File: src/rtl/jtag_config_pkg.sv
// Shared constants and state encoding for the JTAG configuration bit-stream
// transmitter (and a future receiver rewrite).
package jtag_config_pkg;

    localparam int WORD_W  = 32;
    localparam int TAG_W   = 16;
    localparam int FRAME_W = WORD_W + TAG_W;
    localparam int CNT_W   = 6;

    localparam logic [TAG_W-1:0] SYNC_WORD = 16'hFAB2;
    localparam logic [TAG_W-1:0] END_WORD  = 16'hFAB3;

    typedef enum logic [2:0] {
        ST_IDLE,
        ST_ARMED,
        ST_FRAME,
        ST_END,
        ST_TAIL,
        ST_DONE
    } state_t;

endpackage

File: src/rtl/jtag_shift_out.sv
// Loadable MSB-first shift register with bit counter; o_last flags the cycle
// in which bit i_stop_at is being shifted out.
module jtag_shift_out #(
    parameter int DATA_W = 48,
    parameter int CNT_W  = 6
) (
    input  logic              i_clk,
    input  logic              i_reset,
    input  logic              i_load,
    input  logic [DATA_W-1:0] i_load_data,
    input  logic              i_shift,
    input  logic [CNT_W-1:0]  i_stop_at,
    output logic              o_msb,
    output logic              o_last
);

    logic [DATA_W-1:0] r_shreg;
    logic [CNT_W-1:0]  r_cnt;

    // Load wins over shift so a back-to-back frame replaces the outgoing one.
    always_ff @(posedge i_clk) begin
        if (i_reset) begin
            r_shreg <= '0;
            r_cnt   <= '0;
        end else if (i_load) begin
            r_shreg <= i_load_data;
            r_cnt   <= '0;
        end else if (i_shift) begin
            r_shreg <= {r_shreg[DATA_W-2:0], 1'b0};
            r_cnt   <= r_cnt + 1'b1;
        end
    end

    assign o_msb  = r_shreg[DATA_W-1];
    assign o_last = (r_cnt == i_stop_at);

endmodule

File: src/rtl/jtag_config_tx.sv
// Serializes 32-bit configuration words as {word, FAB2} frames, terminated by
// FAB3 and a few idle zero bits, for the JTAG configuration receiver.
module jtag_config_tx
    import jtag_config_pkg::*;
#(
    parameter int TAIL_BITS = 2
) (
    input  logic              clk,
    input  logic              reset,
    input  logic              start,
    input  logic [WORD_W-1:0] word_data,
    input  logic              word_last,
    input  logic              word_valid,
    output logic              word_ready,
    output logic              serial_out,
    output logic              busy,
    output logic              done,
    output logic              underrun
);

    localparam int TCNT_W = $clog2(TAIL_BITS + 1);

    state_t              r_state;
    logic                r_last_q;
    logic                r_serial;
    logic                r_underrun;
    logic [TCNT_W-1:0]   r_tcnt;

    logic                w_msb;
    logic                w_last;
    logic                w_boundary;
    logic                w_xfer;
    logic                w_load;
    logic                w_shift;
    logic [FRAME_W-1:0]  w_load_data;
    logic [CNT_W-1:0]    w_stop_at;

    assign w_boundary = (r_state == ST_FRAME) && w_last;
    assign word_ready = (r_state == ST_ARMED) || (w_boundary && !r_last_q);
    assign w_xfer     = word_valid && word_ready;

    // Every frame boundary reloads: either the next word or the end word.
    assign w_load      = w_xfer || w_boundary;
    assign w_load_data = w_xfer ? {word_data, SYNC_WORD} : {END_WORD, {WORD_W{1'b0}}};
    assign w_shift     = (r_state == ST_FRAME) || (r_state == ST_END);
    assign w_stop_at   = (r_state == ST_END) ? CNT_W'(TAG_W - 1) : CNT_W'(FRAME_W - 1);

    jtag_shift_out #(
        .DATA_W (FRAME_W),
        .CNT_W  (CNT_W)
    ) u_shift (
        .i_clk       (clk),
        .i_reset     (reset),
        .i_load      (w_load),
        .i_load_data (w_load_data),
        .i_shift     (w_shift),
        .i_stop_at   (w_stop_at),
        .o_msb       (w_msb),
        .o_last      (w_last)
    );

    always_ff @(posedge clk) begin
        if (reset) begin
            r_state    <= ST_IDLE;
            r_last_q   <= 1'b0;
            r_serial   <= 1'b0;
            r_underrun <= 1'b0;
            r_tcnt     <= '0;
        end else begin
            r_serial <= w_shift ? w_msb : 1'b0;
            case (r_state)
                ST_IDLE, ST_DONE: begin
                    if (start) begin
                        r_state    <= ST_ARMED;
                        r_underrun <= 1'b0;
                    end
                end
                ST_ARMED: begin
                    if (w_xfer) begin
                        r_last_q <= word_last;
                        r_state  <= ST_FRAME;
                    end
                end
                ST_FRAME: begin
                    if (w_last) begin
                        if (w_xfer) begin
                            r_last_q <= word_last;
                        end else begin
                            r_underrun <= r_underrun | !r_last_q;
                            r_state    <= ST_END;
                        end
                    end
                end
                ST_END: begin
                    if (w_last) begin
                        r_state <= ST_TAIL;
                        r_tcnt  <= '0;
                    end
                end
                // The extra count lets the last tail zero reach the line before done.
                ST_TAIL: begin
                    if (r_tcnt == TCNT_W'(TAIL_BITS)) begin
                        r_state <= ST_DONE;
                    end else begin
                        r_tcnt <= r_tcnt + 1'b1;
                    end
                end
                default: r_state <= ST_IDLE;
            endcase
        end
    end

    assign serial_out = r_serial;
    assign underrun   = r_underrun;
    assign busy       = (r_state != ST_IDLE) && (r_state != ST_DONE);
    assign done       = (r_state == ST_DONE);

endmodule

File: config.mk
export PLATFORM = sky130hd
export DESIGN_NAME = jtag_config_tx
export DESIGN_NICKNAME = d
export VERILOG_FILES = /design/src/rtl/jtag_config_pkg.sv /design/src/rtl/jtag_shift_out.sv /design/src/rtl/jtag_config_tx.sv
export SDC_FILE = /design/constraint.sdc
export NUM_CORES = 1
export LEC_CHECK = 0
export BUFFER_PORTS_ARGS = -buffer_cell sky130_fd_sc_hd__buf_4
export CAP_MARGIN = 25
export CORE_ASPECT_RATIO = 0.8
export CORE_MARGIN = 5
export CORE_UTILIZATION = 42
export DETAILED_ROUTE_END_ITERATION = 8
export GPL_TIMING_DRIVEN = 0
export SYNTH_ARGS = -nofsm -noshare
export SYNTH_HDL_FRONTEND = slang
export SYNTH_SLANG_ARGS = --single-unit
File: constraint.sdc
create_clock -name clk -period 2.3 [get_ports clk]
set_clock_uncertainty 0.1 [all_clocks]
set_input_delay 0.345 -clock clk [delete_from_list [all_inputs] [get_ports clk]]
set_output_delay 0.345 -clock clk [all_outputs]
set_load 0.02 [all_outputs]
==> results of run 1 <==
==> cells in the final DEF (no fill, tap or decap), types with 5 or more instances in the layout <==
cell type / instances
clkbuf_1: 13
a31oi_1: 6
buf_2: 10
nand2_1: 22
clkbuf_8: 10
buf_4: 43
a22oi_1: 8
a221oi_2: 10
o31ai_1: 6
a221oi_1: 11
o21ai_1: 5
nor2_1: 46
a21oi_1: 21
o2bb2ai_1: 8
nor3_1: 30
dfxtp_1: 61
==> cells by family (layout without fill, tap and decap cells) <==
group           count (synthesis)  count (layout)  share of synthesized area
buf+inv                        32              88                     0.0596
compound gates                 93              93                      0.264
flops                          61              61                      0.418
fa+ha+maj                       2               2                    0.00857
xor+xnor                        5               5                     0.0150
simple gates                  134             134                      0.234
==> sequential cells by signal, summed over array words and instances, names as in the netlist <==
register,flops
r_state,3
u_shift.r_shreg,47
u_shift.r_cnt,6
r_last_q,1
serial_out,1
r_tcnt,2
underrun,1
==> power by group through the flow <==
| stage | Sequential, mW | Combinational, mW | Clock [mW] |
|---|---|---|---|
| 4_1_cts | 1.20 | 0.506 | 0.919 |
| 3_5_place_dp | 1.22 | 0.502 | 0 |
| 6_report | 1.20 | 0.507 | 0.892 |
| 2_1_floorplan | 1.21 | 0.351 | 0 |
| 5_1_grt | 1.21 | 0.566 | 0.972 |
| 3_3_place_gp | 1.22 | 0.497 | 0 |
==> routing by layer <==
layer | vias up | GRT usage | part of all wire
li1 | 1326 | - | -
met1 | 1260 | 0.279 | 0.50
met2 | 73 | 0.255 | 0.43
met3 | 7 | 0.0573 | 0.058
met4 | 0 | 0.0424 | 0.0085
met5 | - | 0 | 0
==> worst paths after layout <==
path / start / to / slack [ns] / cells past startpoint
hold reg to reg: u_shift.r_shreg[5]$_SDFFE_PP0P_ / u_shift.r_shreg[6]$_SDFFE_PP0P_ / 0.35 / 2
setup / recovery: u_shift.r_cnt[0]$_SDFFE_PP0N_ / word_ready / 0.10 / 6
setup reg to reg: u_shift.r_cnt[0]$_SDFFE_PP0N_ / u_shift.r_cnt[3]$_SDFFE_PP0N_ / 0.36 / 7
hold / removal: word_data[28] / u_shift.r_shreg[44]$_SDFFE_PP0P_ / 0.15 / 3
==> stage by stage <==
step | power, mW | hold slack, ns | setup slack [ns]
after floorplan | 1.56 | 0.330 | 0.493
after global placement | 1.72 | 0.338 | 0.329
after detailed placement | 1.72 | 0.347 | 0.307
after CTS | 2.62 | 0.136 | 0.0406
after global routing | 2.75 | 0.144 | -0.0172
final | 2.60 | 0.151 | 0.103
==> critical path: stages (launching register included) <==
cell and delay [ns]:
dfxtp_1 0.41, ha_4 0.18, and4b_1 0.20, buf_4 0.16, nand3_2 0.12, o21bai_1 0.16
buf_4 0.16
==> layout make-up <==
class | count | area share
Multi-Input combinational cell | 234 | 0.437
Sequential cell | 61 | 0.345
Timing Repair Buffer | 40 | 0.0849
Buffer | 31 | 0.0484
Clock buffer | 10 | 0.0389
Tap cell | 87 | 0.0308
Clock inverter | 6 | 0.0134
Inverter | 1 | 0.00106
==> timing repair <==
action                                  CTS  global route
gates resized for setup                   3             4
pin swaps                                 1             2
endpoints found under the setup margin    1             1
==> out/results.ini, run 1 <==
[clock_network]
clockBufferDepth = 2
cts_setup_buffers = 0
cts-htree-levels = 3
clock_sinks = 61
clock-root-buffer = clkbuf_8
hold_buffers = 0
numCtsBuffers = 9
clkTransAtPathRegs_ns = 0.08
cts_tree = built
insertion_delay_ns = 0.35

[place]
dp_cells = 454
dp_hpwl_um = 5430
portBuffers = 40
gp_congestion = 0.776
dpl-instance-area_um2 = 3330

[pwr]
swShare = 0.315
p_sw_mw = 0.818
leakage_nw = 1.31
p_per_area_nw_per_um2 = 734
clockPowerShare = 0.343
p_comb_frac = 0.195
p_int_mw = 1.78
seqPwrFrac = 0.462
ir_drop_v = 0.000377

[synthesis]
synth_edf_count = 0
ys_seq_area_frac = 0.418
synth_top_area_frac = 0.418
synth_nets = 366
yosysMostFrequentCell = dfxtp_1
ys_ff_latch = 61
yosysWarnings = 0
synthCells = 327
yosysUniqueCellTypes = 54
async_reset_ff_frac = 0
netlist_area_um2 = 2920
synth_ff_type = dfxtp_1
yosys-top-cells-count = 61 x dfxtp_1, 46 x nor2_1, 30 x nor3_1
synth.avg_cell_area_um2 = 8.93
yosys.area.top_type = dfxtp_1
synth.area.top_cells = dfxtp_1 42%, nor2_1 5.9%, a221oi_2 5.1%, nor3_1 5.1%, a21oi_1 3.6%

[detailed_routing]
routed-via-count = 2666
final_antenna_net_count = 0
drt_iter0_drc = 133
viasPerCell = 5.67
first_pass_iters = 5
finalWirelength_um = 7730
wl_per_cell_um = 16.4
route.detailed.drc = 0

[timing]
report.final.hold_viol_count = 0
fin_crit_ns = 2.20
finalCritPeriodShare = 0.955
fmax_ghz = 0.455
final.setup.tns_ns = 0
setup_viol = 0
finalMaxSlewViolations = 0
tightest_slew_ns = 0.586
slew_headroom = 0.609

[die]
dieArea_um2 = 8730
fp.dieH_um = 84.6
io_pins = 42
die_x_um = 103
initial_core_util = 0.428
core_um2 = 6820
row_count = 27

[finish]
utilization = 0.519
fill_cells = 671
fin_area_um2 = 3540
final-seq-area_um2 = 1220
layout.nets = 417
drive_gt1_frac = 0.251
fin_cells = 470
area_growth_pct = 21.2
antenna_cells = 0
multi_input_comb_area_um2 = 1550

[critical_path]
worstPathMaxFanout = 6
critPathRequiredTime_ns = 1.86
cp-end-kind = output port
start_kind = register
arrival_ns = 1.75
critical_path_class = register to output port

[global_route]
overflow = 0
antenna_found_initial = 0
grt_pass1_wl_um = 12700
first_global_vias = 2471
grt_max_degree = 13
grt_util_all_layers = 0.185

[job]
drv_cap = 0

[worst_hold_path]
hp-class = primary input to register

[outcome]
outcome = finished clean

Note: power is estimated with default switching activity, not from simulation.
==> inputs of run 2 (changes only) <==
==> constraint.sdc (replaced) <==
create_clock -name clk -period 2.3 [get_ports clk]
set_clock_uncertainty 0.1 [all_clocks]
set_input_delay 0.345 -clock clk [delete_from_list [all_inputs] [get_ports clk]]
set_output_delay 0.345 -clock clk [all_outputs]
set_load 0.01 [all_outputs]
==> run 2 against run 1 <==
Final cell count unchanged. Sequential share of layout area unchanged. Die area unchanged. Clock power up 0.6%. Total power about the same. Global-route usage about the same. Hold slack worse by 0.0034 ns. Sequential power about the same. Design area unchanged. Core utilization unchanged. First-iteration DRC count down 9.8%. Register-to-register slack about the same. Largest power group unchanged. Highest routed layer unchanged.
==> out/results.ini, run 2 (synthesized netlist as in run 1, its figures left out) <==
[outcome]
outcome = finished clean

[finish]
largest_reg_flops = 47  ; unchanged
drive_gt1_frac = 0.251  ; unchanged
antenna_cells = 0  ; unchanged
layout_commonest_cell = dfxtp_1
area_growth_pct = 21.2  ; unchanged
utilization = 0.519  ; unchanged
layout.nets = 417  ; unchanged
final_cell_mix = 61 x dfxtp_1, 46 x nor2_1, 43 x buf_4
top_register = u_shift.r_shreg
reg.largest.list = u_shift.r_shreg (47), u_shift.r_cnt (6), r_state (3)

[pwr]
leakage_nw = 1.31  ; about the same
p_sw_mw = 0.820  ; +0.15%
clockPowerShare = 0.345  ; +0.002
swShare = 0.315  ; +0.000361
fin_total_pwr_mw = 2.60  ; about the same
seqPwrFrac = 0.462  ; about the same
p_per_area_nw_per_um2 = 735  ; about the same
ir_drop_v = 0.000373  ; -0.85%
p_comb_frac = 0.193  ; -0.002
p_int_mw = 1.78  ; about the same

[die]
initial_core_util = 0.428  ; unchanged
row_count = 27  ; unchanged
fp.dieH_um = 84.6  ; unchanged
io_pins = 42  ; unchanged
die_x_um = 103  ; unchanged
dieArea_um2 = 8730  ; unchanged
core_um2 = 6820  ; unchanged

[critical_path]
critical_path_class = register to output port
critPathRequiredTime_ns = 1.86  ; about the same
critPathBufInv = 2  ; unchanged
critPathMaxStageDelay_ns = 0.41  ; about the same
crit_chain = ha_4, and4b_1, buf_4, nand3_2, o21bai_1, buf_4
worstPathMaxFanout = 6  ; unchanged
critPathSlowestCell = dfxtp_1
reg2reg_slack_ns = 0.36  ; about the same
worst_path_dominant_cell_family = flip-flops
arrival_ns = 1.74  ; about the same
cp-end-kind = output port
cpMostUsedCell = buf_4
start_kind = register

[timing]
finalCritPeriodShare = 0.951  ; -0.00405
slew_headroom = 0.586  ; -0.0236
tightest_slew_ns = 0.621  ; +0.0353 ns
fmax_ghz = 0.457  ; +0.43%
finalMaxSlewViolations = 0  ; unchanged
report.final.hold_viol_count = 0  ; unchanged
setup_viol = 0  ; unchanged
fin_crit_ns = 2.19  ; -0.00932 ns

[global_route]
grt_util_all_layers = 0.185  ; about the same
busiest_layer = met1
first_global_vias = 2465  ; -0.24%
grt_pass1_wl_um = 12700  ; -0.17%
grt_max_degree = 13  ; unchanged
met3_usage = 0.0573  ; unchanged
overflow = 0  ; unchanged
met1_usage = 0.279  ; -0.000504
antenna_found_initial = 0  ; unchanged
grt_use_met2 = 0.255  ; unchanged

[clock_network]
cts-htree-levels = 3  ; unchanged
clock-root-buffer = clkbuf_8
cts_setup_buffers = 0  ; unchanged
clock_sinks = 61  ; unchanged
cts_tree = built
insertion_delay_ns = 0.35  ; about the same
clkTransAtPathRegs_ns = 0.08  ; about the same
numCtsBuffers = 9  ; unchanged
clockBufferDepth = 2  ; unchanged
hold_buffers = 0  ; unchanged

[detailed_routing]
drt_iter0_drc = 120  ; -9.8%
first_pass_iters = 5  ; unchanged
wl_per_cell_um = 16.6  ; +0.84%
viasPerCell = 5.67  ; about the same
route.detailed.drc = 0  ; unchanged
final_antenna_net_count = 0  ; unchanged
finalWirelength_um = 7790  ; +0.84%
routed-via-count = 2667  ; +0.038%

[place]
dp_hpwl_um = 5430  ; unchanged
gp_congestion = 0.776  ; unchanged
portBuffers = 40  ; unchanged

[worst_hold_path]
hp-class = primary input to register

[job]
drv_cap = 0  ; unchanged

-- run 2: layout make-up --
cell class                      instances  area [µm²]
Sequential cell                        61        1220
Tap cell                               87         109
Inverter                                1        3.75
Clock inverter                          6        47.5
Clock buffer                           10         138
Timing Repair Buffer                   40         300
Fill cell                             671        3290
Multi-Input combinational cell        234        1550
Buffer                                 31         171
-- run 2: metrics by stage --
stage	instances	setup TNS (ns)	instance area, µm²	worst slack (ns)	hold slack, ns
finish	470	0	3540	0.112	0.148
global route	470	-0.0105	3540	-0.0105	0.144
CTS	470	0	3520	0.0113	0.136
detailed placement	454	0	3330	0.307	0.347
global placement	454	0	3330	0.329	0.338
floorplan	327	0	2920	0.500	0.330
-- run 2: tightest hold or removal path, stage by stage --
cell and delay, ns:
buf_4 0.07, nor2_1 0.03, o2bb2ai_1 0.11
-- run 2: repair_timing --
item,CTS,global route
pin swaps,0,2
setup endpoints to repair,1,1
resized for setup,1,6
hold endpoints to repair,0,0
-- run 2: worst paths after layout --
path                                                 startpoint                                to  depth (start not counted)
worst min register to register  u_shift.r_shreg[5]$_SDFFE_PP0P_   u_shift.r_shreg[6]$_SDFFE_PP0P_                          2
worst max-delay path              u_shift.r_cnt[0]$_SDFFE_PP0N_                        word_ready                          6
worst max register to register    u_shift.r_cnt[0]$_SDFFE_PP0N_     u_shift.r_cnt[3]$_SDFFE_PP0N_                          7
worst min-delay path                              word_data[28]  u_shift.r_shreg[44]$_SDFFE_PP0P_                          3
-- run 2: metal layers --
layer  part of all wire  wire length [µm]
met3              0.063               492
met4             0.0098                76
met2               0.43              3330
met1               0.50              3900
met5                  0                 0
-- run 2: power groups by stage --
stage,Clock (mW),Sequential (mW),Combinational (mW)
floorplan,0,1.21,0.346
global placement,0,1.22,0.492
detailed placement,0,1.22,0.497
CTS,0.919,1.20,0.500
global route,0.972,1.21,0.561
finish,0.897,1.20,0.502
